File: src/rtl/multi_cycle_ctrl.sv
// Multi-cycle FETCH/DECODE/EXEC/MEM/WB control unit.
// Owns pc, instruction register, return-address stack and retire counter.
module multi_cycle_ctrl #(
  parameter int XLEN = 19,
  parameter int RAS_DEPTH = 8,
  parameter logic [XLEN-1:0] RESET_PC = '0
) (
  input  logic            clk,
  input  logic            rst,
  output logic            imem_req,
  output logic [XLEN-1:0] imem_addr,
  input  logic            imem_ready,
  input  logic [XLEN-1:0] imem_rdata,
  output logic            dmem_req,
  output logic            dmem_we,
  input  logic            dmem_ready,
  input  logic            alu_zero,
  output logic [XLEN-1:0] instr,
  output logic [XLEN-1:0] pc,
  output logic            reg_we,
  output logic            alu_src,
  output logic            result_src,
  output logic            halted,
  output logic            fault,
  output logic [1:0]      fault_code,
  output logic [31:0]     instret
);

  localparam int CW = $clog2(RAS_DEPTH + 1);
  localparam int AW = (RAS_DEPTH > 1) ? $clog2(RAS_DEPTH) : 1;

  localparam logic [2:0] S_FETCH  = 3'd0;
  localparam logic [2:0] S_DECODE = 3'd1;
  localparam logic [2:0] S_EXEC   = 3'd2;
  localparam logic [2:0] S_MEM    = 3'd3;
  localparam logic [2:0] S_WB     = 3'd4;
  localparam logic [2:0] S_HALT   = 3'd5;
  localparam logic [2:0] S_FAULT  = 3'd6;

  localparam logic [4:0] OP_R    = 5'b00000;
  localparam logic [4:0] OP_I    = 5'b00001;
  localparam logic [4:0] OP_S    = 5'b00010;
  localparam logic [4:0] OP_BEQ  = 5'b00011;
  localparam logic [4:0] OP_BNE  = 5'b00100;
  localparam logic [4:0] OP_JMP  = 5'b00101;
  localparam logic [4:0] OP_CALL = 5'b00110;
  localparam logic [4:0] OP_RET  = 5'b00111;
  localparam logic [4:0] OP_LD   = 5'b01000;
  localparam logic [4:0] OP_HALT = 5'b11111;

  logic [2:0]      state;
  logic            run;
  logic [CW-1:0]   cnt;
  logic [CW-1:0]   cnt_dec;
  logic [XLEN-1:0] ras [RAS_DEPTH];
  logic [4:0]      op;
  logic            is_r, is_i, is_s, is_ld;
  logic            is_beq, is_bne, is_jmp;
  logic            is_call, is_ret, is_halt;
  logic            legal;
  logic            ras_full, ras_empty;
  logic            push, retire;
  logic [XLEN-1:0] pc_inc, br_tgt, jmp_tgt, ras_top;

  assign op      = instr[XLEN-1:XLEN-5];
  assign is_r    = (op == OP_R);
  assign is_i    = (op == OP_I);
  assign is_s    = (op == OP_S);
  assign is_beq  = (op == OP_BEQ);
  assign is_bne  = (op == OP_BNE);
  assign is_jmp  = (op == OP_JMP);
  assign is_call = (op == OP_CALL);
  assign is_ret  = (op == OP_RET);
  assign is_ld   = (op == OP_LD);
  assign is_halt = (op == OP_HALT);
  assign legal   = is_r | is_i | is_s | is_beq | is_bne | is_jmp
                 | is_call | is_ret | is_ld | is_halt;

  assign pc_inc  = pc + XLEN'(1);
  assign br_tgt  = pc + {{(XLEN-8){instr[7]}}, instr[7:0]};
  assign jmp_tgt = {5'b0, instr[XLEN-6:0]};

  assign ras_full  = (cnt == CW'(RAS_DEPTH));
  assign ras_empty = (cnt == '0);
  assign cnt_dec   = cnt - CW'(1);
  assign ras_top   = ras[cnt_dec[AW-1:0]];
  assign push      = (state == S_EXEC) & is_call & ~ras_full;

  // run gates imem_req so it only rises on the first edge after reset
  assign imem_req   = run & (state == S_FETCH);
  assign imem_addr  = pc;
  assign dmem_req   = (state == S_MEM);
  assign dmem_we    = (state == S_MEM) & is_s;
  assign reg_we     = (state == S_WB);
  assign result_src = (state == S_WB) & is_ld;
  assign alu_src    = is_i | is_s | is_ld;
  assign halted     = (state == S_HALT);
  assign fault      = (state == S_FAULT);

  always_comb begin
    retire = 1'b0;
    case (state)
      S_EXEC: retire = is_beq | is_bne | is_jmp
                     | (is_call & ~ras_full)
                     | (is_ret & ~ras_empty);
      S_MEM:  retire = is_s & dmem_ready;
      S_WB:   retire = 1'b1;
      default: retire = 1'b0;
    endcase
  end

  always_ff @(posedge clk) begin
    if (push) ras[cnt[AW-1:0]] <= pc_inc;
  end

  always_ff @(posedge clk or negedge rst) begin
    if (!rst) begin
      state      <= S_FETCH;
      run        <= 1'b0;
      pc         <= RESET_PC;
      instr      <= '0;
      cnt        <= '0;
      fault_code <= 2'b00;
      instret    <= '0;
    end else begin
      run <= 1'b1;
      if (retire) instret <= instret + 32'd1;
      case (state)
        S_FETCH: begin
          if (imem_req && imem_ready) begin
            instr <= imem_rdata;
            state <= S_DECODE;
          end
        end
        S_DECODE: begin
          if (!legal) begin
            fault_code <= 2'b01;
            state      <= S_FAULT;
          end else if (is_halt) begin
            state <= S_HALT;
          end else begin
            state <= S_EXEC;
          end
        end
        S_EXEC: begin
          unique case (1'b1)
            is_r, is_i:  state <= S_WB;
            is_s, is_ld: state <= S_MEM;
            is_beq: begin
              pc    <= alu_zero ? br_tgt : pc_inc;
              state <= S_FETCH;
            end
            is_bne: begin
              pc    <= alu_zero ? pc_inc : br_tgt;
              state <= S_FETCH;
            end
            is_jmp: begin
              pc    <= jmp_tgt;
              state <= S_FETCH;
            end
            is_call: begin
              if (ras_full) begin
                fault_code <= 2'b10;
                state      <= S_FAULT;
              end else begin
                cnt   <= cnt + CW'(1);
                pc    <= jmp_tgt;
                state <= S_FETCH;
              end
            end
            is_ret: begin
              if (ras_empty) begin
                fault_code <= 2'b11;
                state      <= S_FAULT;
              end else begin
                cnt   <= cnt_dec;
                pc    <= ras_top;
                state <= S_FETCH;
              end
            end
            default: begin
              fault_code <= 2'b01;
              state      <= S_FAULT;
            end
          endcase
        end
        S_MEM: begin
          if (dmem_ready) begin
            if (is_s) begin
              pc    <= pc_inc;
              state <= S_FETCH;
            end else begin
              state <= S_WB;
            end
          end
        end
        S_WB: begin
          pc    <= pc_inc;
          state <= S_FETCH;
        end
        default: state <= state;
      endcase
    end
  end

endmodule
File: config.mk
export PLATFORM = sky130hd
export DESIGN_NAME = multi_cycle_ctrl
export DESIGN_NICKNAME = d
export VERILOG_FILES = /design/src/rtl/multi_cycle_ctrl.sv
export SDC_FILE = /design/constraint.sdc
export NUM_CORES = 1
export LEC_CHECK = 0
export CAP_MARGIN = 40
export CELL_PAD_IN_SITES_DETAIL_PLACEMENT = 0
export CELL_PAD_IN_SITES_GLOBAL_PLACEMENT = 1
export CORE_MARGIN = 2
export CORE_UTILIZATION = 35
export DETAILED_ROUTE_END_ITERATION = 10
export GPL_TIMING_DRIVEN = 1
export PLACE_DENSITY = 0.6
export SETUP_SLACK_MARGIN = 0.5
export SLEW_MARGIN = 5
export SYNTH_ARGS = -nofsm -noshare
export SYNTH_HDL_FRONTEND = slang
export SYNTH_SLANG_ARGS = --single-unit
File: constraint.sdc
create_clock -name clk -period 11.1 [get_ports clk]
set_input_delay 1.11 -clock clk [delete_from_list [all_inputs] [get_ports clk]]
set_output_delay 1.11 -clock clk [all_outputs]
set_load 0.05 [all_outputs]
==> impl_metrics.py, run 1 <==
metrics = {
    "logic_synthesis": {
        "synth.ff_latch_count": 232,
        "synthArstFlopShare": 0.345,
        "synthDistinctLibCells": 81,
        "synth_mux_area_frac": 0.102,
        "syn_avg_cell_area_um2": 13.2,
        "synth-main-ff-cell": "edfxtp_1",
        "synth.net_count": 914,
        "synth-simple-area-share": 0.114,
        "yosysSeqAreaShare": 0.572,
        "synth_cells": 867,
        "synth_area_um2": 11500,
        "synth_compound_area_frac": 0.0958,
        "synth-xor-area-share": 0.0555,
        "synth_edf_count": 152,
        "synthAdderAreaFrac": 0.0257,
        "synth_top_family_by_area": "simple AND/OR/NAND/NOR gates",
        "yosysWarnings": 0,
    },
    "placed_design": {
        "placed_cells": 1396,
        "gp_congestion": 0.802,
        "post-place-ws_ps": 7590,
        "place_hpwl_um": 21700,
        "io_buffers": 122,
    },
    "finish": {
        "fin_nets": 1030,
        "final-instance-count-excl-fill": 1446,
        "num_antenna_cells": 0,
        "drive_gt1_frac": 0.167,
        "area_delta_synth_final_pct": 22.8,
        "n_fill_cell": 3022,
    },
    "detailed_routing": {
        "drt_iter0_markers": 438,
        "viasPerCell": 5.26,
        "dr.pass1.iters": 5,
        "drcViolationCount": 0,
        "routed_wl_um": 31100,
        "wl_per_cell_um": 21.5,
        "vias": 7604,
        "ant_nets": 0,
    },
    "clocking": {
        "clock_sinks": 232,
        "post_cts_buffers": 0,
        "clk_pin_slew_ps": 60,
        "cts_resized": 0,
        "worstSkewPairLatency_ps": 560,
        "htreeDepth": 1,
        "clockRootBuffer": "clkbuf_16",
        "cts_hold_buf": 0,
        "numCtsBuffers": 27,
        "cts_tree": "yes",
        "cts_buffer_depth": 3,
    },
    "global_route": {
        "grt_pass1_wl_um": 47600,
        "antenna_found_initial": 0,
        "grt.total_usage": 0.184,
        "first_global_vias": 7662,
        "grt_overflow_total": 0,
        "grt_max_degree": 60,
    },
    "timing": {
        "setup_slack_ps": 7240,
        "setup_viol": 0,
        "hold_ws_ps": 423,
        "finalCritPeriodShare": 0.348,
        "rsz0062_at_grt": "false",
        "max_freq_mhz": 259,
        "maxSlewViolCount": 0,
        "min_period_ps": 3860,
        "finalSetupTns_ps": 0,
        "finClkSkew_ps": 29.8,
        "slew_headroom": 0.360,
        "hold_viol_final": 0,
        "worstMarginPinSlew_ps": 953,
    },
    "power_and_ir_drop": {
        "p_clk_frac": 0.211,
        "p_sw_mw": 1.93,
        "seqPwrFrac": 0.312,
        "switching_share": 0.447,
        "power_leakage_nw": 5.10,
        "comb_power_share": 0.477,
        "p_int_mw": 2.38,
        "peakVddDrop_v": 0.000207,
        "powerDensity_nw_per_um2": 306,
    },
    "setup_path": {
        "cp.required_ps": 9990,
        "start_kind": "register",
        "path_class": "reg -> out",
        "end_kind": "output port",
        "cp.arrival_ps": 2750,
        "cp_max_fo": 15,
    },
    "hold_path": {
        "hp-class": "in -> async",
    },
    "outcome": {
        "status": "complete, no violations",
    },
    "floorplanning": {
        "die_x_um": 185,
        "initial_utilization": 0.354,
        "core_um2": 32500,
        "rows": 66,
        "dieArea_um2": 34300,
        "die_h_um": 185,
        "num_io_pins": 123,
    },
    "job": {
        "drv_cap": 0,
    },
}
-- Yosys cell counts (15+ instances only) --
| cell | instances | area share |
|---|---|---|
| a21oi_1 | 44 | 0.019 |
| buf_2 | 16 | 0.0070 |
| buf_4 | 24 | 0.016 |
| dfrtp_1 | 80 | 0.17 |
| edfxtp_1 | 152 | 0.40 |
| ha_1 | 22 | 0.024 |
| inv_1 | 15 | 0.0049 |
| mux2_2 | 22 | 0.022 |
| mux4_2 | 38 | 0.075 |
| nand2_1 | 78 | 0.025 |
| nand3_1 | 22 | 0.0096 |
| nor2_1 | 44 | 0.014 |
| nor3_1 | 16 | 0.0070 |
| o21ai_0 | 37 | 0.016 |
| xnor2_1 | 34 | 0.026 |
| xor2_1 | 35 | 0.027 |
-- registers in the layout, indices dropped and copies added, names as in the netlist --
signal and cells:
cnt 4, state 3, imem_addr 19, run 1, ras 152, instret 32
instr 19, fault_code 2
-- path summary, 6_finish.rpt --
path	from	endpoint	slack [ps]	depth (start not counted)
setup reg to reg	cnt[0]$_DFFE_PN0P_	imem_addr[17]$_DFFE_PN0P_	7680	10
setup / recovery	instr[15]$_DFFE_PN0P_	dmem_we	7240	3
hold reg to reg	instret[31]$_DFFE_PN0P_	instret[31]$_DFFE_PN0P_	480	1
hold / removal	rst	instr[14]$_DFFE_PN0P_	420	1
min in group clk	instret[31]$_DFFE_PN0P_	instret[31]$_DFFE_PN0P_	480	1
max in group asynchronous	rst	imem_addr[3]$_DFFE_PN0P_	9890	3
-- power groups by stage --
| stage | combinational (mW) | sequential [mW] | clock [mW] |
|---|---|---|---|
| after floorplan | 1.25 | 1.51 | 0 |
| after global placement | 2.05 | 1.36 | 0 |
| after detailed placement | 2.06 | 1.36 | 0 |
| after CTS | 2.07 | 1.34 | 0.927 |
| after global routing | 2.22 | 1.36 | 0.959 |
| final | 2.06 | 1.34 | 0.911 |
-- worst max-delay path, stage by stage (launching register included) --
cell,delay (ps)
dfrtp_1,680
or3b_4,480
nor4_4,190
clkdlybuf4s50_1,870
-- cells by family after synthesis --
family	Yosys count
AOI/OAI and AO/OA	164
buffers and inverters	71
xor gates and xnor gates	71
muxes	67
DFF	232
and+or+nand+nor	238
adders and majority gates	23
other	1
-- routing by layer --
metal,vias to the layer above,GRT usage,part of all wire,routed length (um)
li1,3527,-,-,-
met1,3846,0.250,0.45,14000
met2,188,0.313,0.48,15000
met3,43,0.0242,0.044,1370
met4,0,0.0435,0.022,685
met5,-,0,0,0
-- stage by stage --
stage | util | total power [mW] | area [um2]
CTS | 0.434 | 4.34 | 14100
global placement | 0.401 | 3.41 | 13000
floorplan | - | 2.76 | 11500
global route | 0.434 | 4.54 | 14100
detailed placement | 0.407 | 3.42 | 13200
finish | 0.434 | 4.31 | 14100
-- placed cells by master, fill, tap and decap left out, types with 8 or more instances in the layout --
| cell | instances |
|---|---|
| xnor2_1 | 33 |
| nor2_1 | 38 |
| o21ai_0 | 37 |
| mux4_2 | 38 |
| a221oi_1 | 9 |
| nand4_1 | 11 |
| buf_4 | 12 |
| nor3_1 | 14 |
| mux2_2 | 22 |
| and3_1 | 11 |
| nand3_1 | 22 |
| dfrtp_1 | 79 |
| ha_1 | 22 |
| xor2_1 | 34 |
| a21o_1 | 9 |
| edfxtp_1 | 152 |
| clkdlybuf4s50_1 | 121 |
| nand2_1 | 78 |
| clkbuf_16 | 27 |
| nor2b_1 | 8 |
| a21oi_1 | 44 |
| inv_1 | 15 |
-- final cells by class --
class,instances,area (um2),area share
Tap cell,442,553,0.0392
Timing Repair Buffer,143,1460,0.103
Clock inverter,20,221,0.0157
Clock buffer,30,687,0.0487
Multi-Input combinational cell,564,4560,0.323
Inverter,15,56.3,0.00399
Sequential cell,232,6570,0.466
Note: power is estimated with default switching activity, not from simulation.
==> inputs of run 2 (changes only) <==
- PLACE_DENSITY: 0.6 -> 0.62
- clock period: 11.1 -> 3.2 ns (I/O delays scaled with it)
==> run 2 against run 1 <==
  * Sequential cell count unchanged
  * Count of clock-buffer cells in the layout increased by 3
  * Power increased to 3.5 times the previous value
  * Global-route usage increased by 0.23 points
  * Sequential share of layout area decreased by 0.91 points
  * Clock skew increased by 0.66 ps
  * Via count increased by 1.7%
  * Worst hold slack got worse by 180 ps
  * Non-clock buffer count increased by 30
==> impl_metrics.py, run 2 (same netlist as run 1, synthesis figures left out) <==
metrics = {
    "outcome": {
        "status": "complete, no violations",
    },
    "placed_design": {
        "gp_congestion": 0.816,
        "place_hpwl_um": 21700,
        "placed_cells": 1417,
        "io_buffers": 122,
    },
    "setup_path": {
        "r2r_slack_ps": 490,
        "reg2reg_from": "imem_addr[0]$_DFFE_PN0P_",
        "r2r_end": "imem_addr[12]$_DFFE_PN0P_",
        "end_kind": "register",
        "start_kind": "register",
        "r2r_cells": 8,
        "path_class": "reg -> reg",
        "cp.required_ps": 3650,
        "cp_max_fo": 4,
        "cp.arrival_ps": 3150,
    },
    "global_route": {
        "antenna_found_initial": 0,
        "grt.total_usage": 0.186,
        "grt_pass1_wl_um": 48000,
        "first_global_vias": 7669,
        "grt_overflow_total": 0,
        "grt_max_degree": 46,
    },
    "finish": {
        "n_fill_cell": 3013,
        "final_common_cell": "edfxtp_1",
        "final-instance-count-excl-fill": 1474,
        "fin_nets": 1059,
        "seq_area_um2": 6580,
        "most-common-layout-cells": "152 x edfxtp_1, 113 x clkdlybuf4s50_1, 76 x nand2_1",
        "area_delta_synth_final_pct": 25.5,
        "drive_gt1_frac": 0.219,
        "multi_input_area_um2": 4680,
        "num_antenna_cells": 0,
        "largest_reg_flops": 152,
    },
    "power_and_ir_drop": {
        "p_int_mw": 8.46,
        "power_leakage_nw": 5.28,
        "seqPwrFrac": 0.302,
        "fin_total_pwr_mw": 15.2,
        "powerDensity_nw_per_um2": 1050,
        "p_clk_frac": 0.203,
        "peakVddDrop_v": 0.000727,
        "switching_share": 0.443,
        "p_sw_mw": 6.72,
        "comb_power_share": 0.495,
    },
    "clocking": {
        "numCtsBuffers": 26,
        "worstSkewPairLatency_ps": 560,
        "clock_sinks": 232,
        "clockRootBuffer": "clkbuf_16",
        "cts_buffer_depth": 3,
        "cts_tree": "yes",
        "htreeDepth": 1,
        "clk_pin_slew_ps": 60,
    },
    "timing": {
        "finalCritPeriodShare": 0.846,
        "worstMarginPinSlew_ps": 812,
        "max_freq_mhz": 369,
        "maxSlewViolCount": 0,
        "finalSetupTns_ps": 0,
        "rsz0062_at_grt": "true",
        "min_period_ps": 2710,
        "finClkSkew_ps": 30.5,
        "slew_headroom": 0.457,
        "hold_viol_final": 0,
        "setup_viol": 0,
    },
    "detailed_routing": {
        "viasPerCell": 5.25,
        "vias": 7732,
        "ant_nets": 0,
        "drt_iter0_markers": 466,
        "dr.pass1.iters": 5,
        "drcViolationCount": 0,
        "wl_per_cell_um": 21.5,
        "routed_wl_um": 31700,
    },
    "floorplanning": {
        "num_io_pins": 123,
        "die_x_um": 185,
        "die_h_um": 185,
        "initial_utilization": 0.354,
        "core_um2": 32500,
        "dieArea_um2": 34300,
        "rows": 66,
    },
    "hold_path": {
        "hp-class": "in -> async",
    },
    "job": {
        "drv_cap": 0,
    },
}
-- run 2: worst max-delay path, stage by stage, from the launching register on --
cell      delay, ps
dfrtp_2         440
ha_4            180
fa_2            430
a211o_1         360
a211oi_4        330
a211o_1         280
xor2_1          170
o221ai_1        130
a32o_1          280
-- run 2: metrics by stage --
step                utilization  worst slack (ps)  hold WS, ps  instance area (um2)
floorplan                     -               311         24.4                11600
global route              0.444               393          256                14400
CTS                       0.441               340          231                14300
finish                    0.444               493          240                14400
global placement          0.411               308          464                13300
detailed placement        0.412               346          255                13400
-- run 2: what timing repair did --
| action | CTS | global route |
|---|---|---|
| hold buffers | 1 | 0 |
| setup endpoints to repair | 49 | 143 |
| pin swaps | 4 | 12 |
| endpoints found under the hold margin | 22 | 0 |
| resized for setup | 17 | 20 |
| buffers inserted | 1 | 7 |
-- run 2: final cells by class --
cell class | count | share of cell area
repair buffers | 173 | 0.115
flip-flops and latches | 232 | 0.457
clock inverters | 15 | 0.0133
inverters | 15 | 0.00391
clock buffers | 33 | 0.0483
multi-input cells | 564 | 0.325
well taps | 442 | 0.0384
-- run 2: worst max path at each step --
stage | start | to | slack (ps) | depth (start not counted)
final | imem_addr[0]$_DFFE_PN0P_ | imem_addr[12]$_DFFE_PN0P_ | 490 | 8
after global routing | instr[0]$_DFFE_PN0P_ | imem_addr[14]$_DFFE_PN0P_ | 390 | 9
after CTS | instr[14]$_DFFE_PN0P_ | dmem_we | 340 | 3
after detailed placement | imem_addr[0]$_DFFE_PN0P_ | imem_addr[18]$_DFFE_PN0P_ | 350 | 9
after global placement | instr[7]$_DFFE_PN0P_ | imem_addr[18]$_DFFE_PN0P_ | 310 | 8
after floorplan | instr[18]$_DFFE_PN0P_ | instret[25]$_DFFE_PN0P_ | 310 | 9
-- run 2: power by group through the flow --
stage          clock [mW]  combinational (mW)  sequential [mW]
2_1_floorplan           0                4.39             5.25
3_3_place_gp            0                7.39             4.61
3_5_place_dp            0                7.36             4.63
4_1_cts              3.15                7.45             4.57
5_1_grt              3.26                8.12             4.65
6_report             3.08                7.52             4.58
-- run 2: per-layer routing --
metal / share of wire / vias up / global-route usage
li1: - / 3571 / -
met4: 0.021 / 0 / 0.0419
met3: 0.063 / 35 / 0.0407
met2: 0.47 / 207 / 0.301
met1: 0.45 / 3919 / 0.257
met5: 0 / - / 0
==> inputs of run 3 (changes only) <==
- clock period: 3.2 -> 2.2 ns (I/O delays scaled with it)
==> run 3 against run 2 <==
  * The run now ends with setup timing left
  * Count of clock-buffer cells in the layout shrank 4
  * Via count up 14%
  * Worst hold slack lost 76 ps
  * Cell area is 26% higher
  * Combinational power increased by 130%
  * First-iteration DRC count rose by 4.9%
  * Clock skew shrank 7.5 ps
  * Global-route usage increased by 2.8 points
  * Sequential share of layout area shrank 9.4 points
  * Utilization increased by 12 points
  * Non-clock buffer count rose by 252
  * Worst setup slack worse by 830 ps
  * Critical endpoint is now imem_addr[14]$_DFFE_PN0P_
  * Largest power group unchanged
==> impl_metrics.py, run 3 (same netlist as run 1, synthesis figures left out) <==
metrics = {
    "outcome": {
        "status": "finished, violations left",
        "violations": "setup timing",
    },
    "timing": {
        "setup_slack_ps": -335,
        "min_period_ps": 2530,
        "max_freq_mhz": 395,
        "worstMarginPinSlew_ps": 741,
        "finClkSkew_ps": 23.0,
        "finalCritPeriodShare": 1.15,
        "finalSetupTns_ps": -14920,
        "slew_headroom": 0.501,
        "setup_viol": 163,
        "maxSlewViolCount": 0,
        "hold_viol_final": 0,
        "rsz0062_at_grt": "true",
    },
    "global_route": {
        "grt_overflow_total": 0,
        "grt_pass1_wl_um": 54700,
        "first_global_vias": 9017,
        "grt.total_usage": 0.214,
        "antenna_found_initial": 2,
        "grt_max_degree": 26,
    },
    "setup_path": {
        "crit_start": "imem_addr[0]$_DFFE_PN0P_",
        "path_class": "reg -> reg",
        "start_kind": "register",
        "cp_max_fo": 4,
        "end_kind": "register",
        "cp.required_ps": 2650,
        "cp.arrival_ps": 2980,
        "reg2reg_from": "imem_addr[0]$_DFFE_PN0P_",
    },
    "clocking": {
        "cts_buffer_depth": 3,
        "htreeDepth": 1,
        "clk_pin_slew_ps": 70,
        "cts_tree": "yes",
        "numCtsBuffers": 27,
        "worstSkewPairLatency_ps": 560,
        "clockRootBuffer": "clkbuf_16",
        "clock_sinks": 232,
    },
    "power_and_ir_drop": {
        "peakVddDrop_v": 0.00117,
        "power_leakage_nw": 7.23,
        "p_sw_mw": 11.7,
        "switching_share": 0.426,
        "powerDensity_nw_per_um2": 1510,
        "fin_total_pwr_mw": 27.5,
        "p_clk_frac": 0.159,
        "p_int_mw": 15.8,
        "comb_power_share": 0.619,
        "seqPwrFrac": 0.222,
    },
    "floorplanning": {
        "dieArea_um2": 34300,
        "num_io_pins": 123,
        "die_x_um": 185,
        "rows": 66,
        "initial_utilization": 0.354,
        "core_um2": 32500,
        "die_h_um": 185,
    },
    "detailed_routing": {
        "ant_nets": 0,
        "viasPerCell": 5.12,
        "dr.pass1.iters": 7,
        "drt_iter0_markers": 489,
        "vias": 8848,
        "routed_wl_um": 37500,
        "wl_per_cell_um": 21.7,
        "drcViolationCount": 0,
    },
    "hold_path": {
        "hp-class": "in -> async",
    },
    "finish": {
        "most-common-layout-cells": "175 x buf_4, 152 x edfxtp_1, 81 x buf_6",
        "fin_nets": 1312,
        "drive_gt1_frac": 0.553,
        "n_fill_cell": 2715,
        "final_common_cell": "buf_4",
        "largest_reg_flops": 152,
        "area_delta_synth_final_pct": 58.5,
    },
    "job": {
        "drv_cap": 0,
    },
    "placed_design": {
        "io_buffers": 122,
        "post-place-ws_ps": -537,
        "place_hpwl_um": 24200,
        "gp_congestion": 0.825,
    },
}
run 3: final cells by class:
| type | instances | area [um2] | area share |
|---|---|---|---|
| Antenna cell | 1 | 2.50 | 0.000137 |
| Clock buffer | 29 | 683 | 0.0375 |
| Clock inverter | 21 | 176 | 0.00969 |
| Inverter | 15 | 61.3 | 0.00337 |
| Multi-Input combinational cell | 564 | 5690 | 0.312 |
| Sequential cell | 232 | 6610 | 0.363 |
| Tap cell | 442 | 553 | 0.0304 |
| Timing Repair Buffer | 425 | 4440 | 0.244 |
run 3: timing repair:
item	4_1_cts	5_1_grt
endpoints found under the hold margin	22	0
setup endpoints to repair	433	400
setup buffers	55	40
hold buffers	1	0
cloned	9	5
gates resized for setup	493	145
pin swaps	87	75
run 3: through the flow:
step	util	std cells	instance area (um2)	hold WS (ps)
5_1_grt	0.561	1728	18200	170
2_1_floorplan	-	867	11900	-75.6
4_1_cts	0.528	1683	17100	140
3_3_place_gp	0.461	1568	15000	166
6_report	0.561	1729	18200	164
3_5_place_dp	0.461	1568	15000	173
run 3: final timing paths:
path | end | slack, ps | cells after the start
max in group asynchronous | imem_addr[7]$_DFFE_PN0P_ | 1340 | 3
hold reg to reg | instret[20]$_DFFE_PN0P_ | 480 | 1
setup reg to reg | imem_addr[14]$_DFFE_PN0P_ | -330 | 11
min in group clk | instr[7]$_DFFE_PN0P_ | 270 | 2
hold / removal | instret[20]$_DFFE_PN0P_ | 160 | 2
setup / recovery | imem_addr[14]$_DFFE_PN0P_ | -330 | 11
run 3: worst max-delay path, stage by stage (launching register included):
cell and delay, ps:
dfrtp_4 490, ha_4 180, fa_2 360, a211o_1 320, a211oi_2 190, buf_4 170, buf_4 120, o21ai_4 50
a21boi_2 150, xor2_1 160, o21ai_1 90, o21a_1 170
run 3: per-layer routing:
layer / vias up / track usage / share of wire / wire (um)
met3: 47 / 0.0415 / 0.056 / 2100
met2: 206 / 0.350 / 0.48 / 18000
met5: - / 0 / 0.00035 / 13
met1: 4510 / 0.295 / 0.45 / 16700
met4: 2 / 0.0467 / 0.018 / 680
li1: 4083 / - / - / -
run 3: power by group through the flow:
stage                     logic (mW)  clock network (mW)  registers (mW)
final                           17.0                4.37            6.10
after global routing            18.1                4.66            6.16
after CTS                       15.6                4.48            6.07
after detailed placement        14.0                   0            6.11
after global placement          13.9                   0            6.11
after floorplan                 6.68                   0            7.73
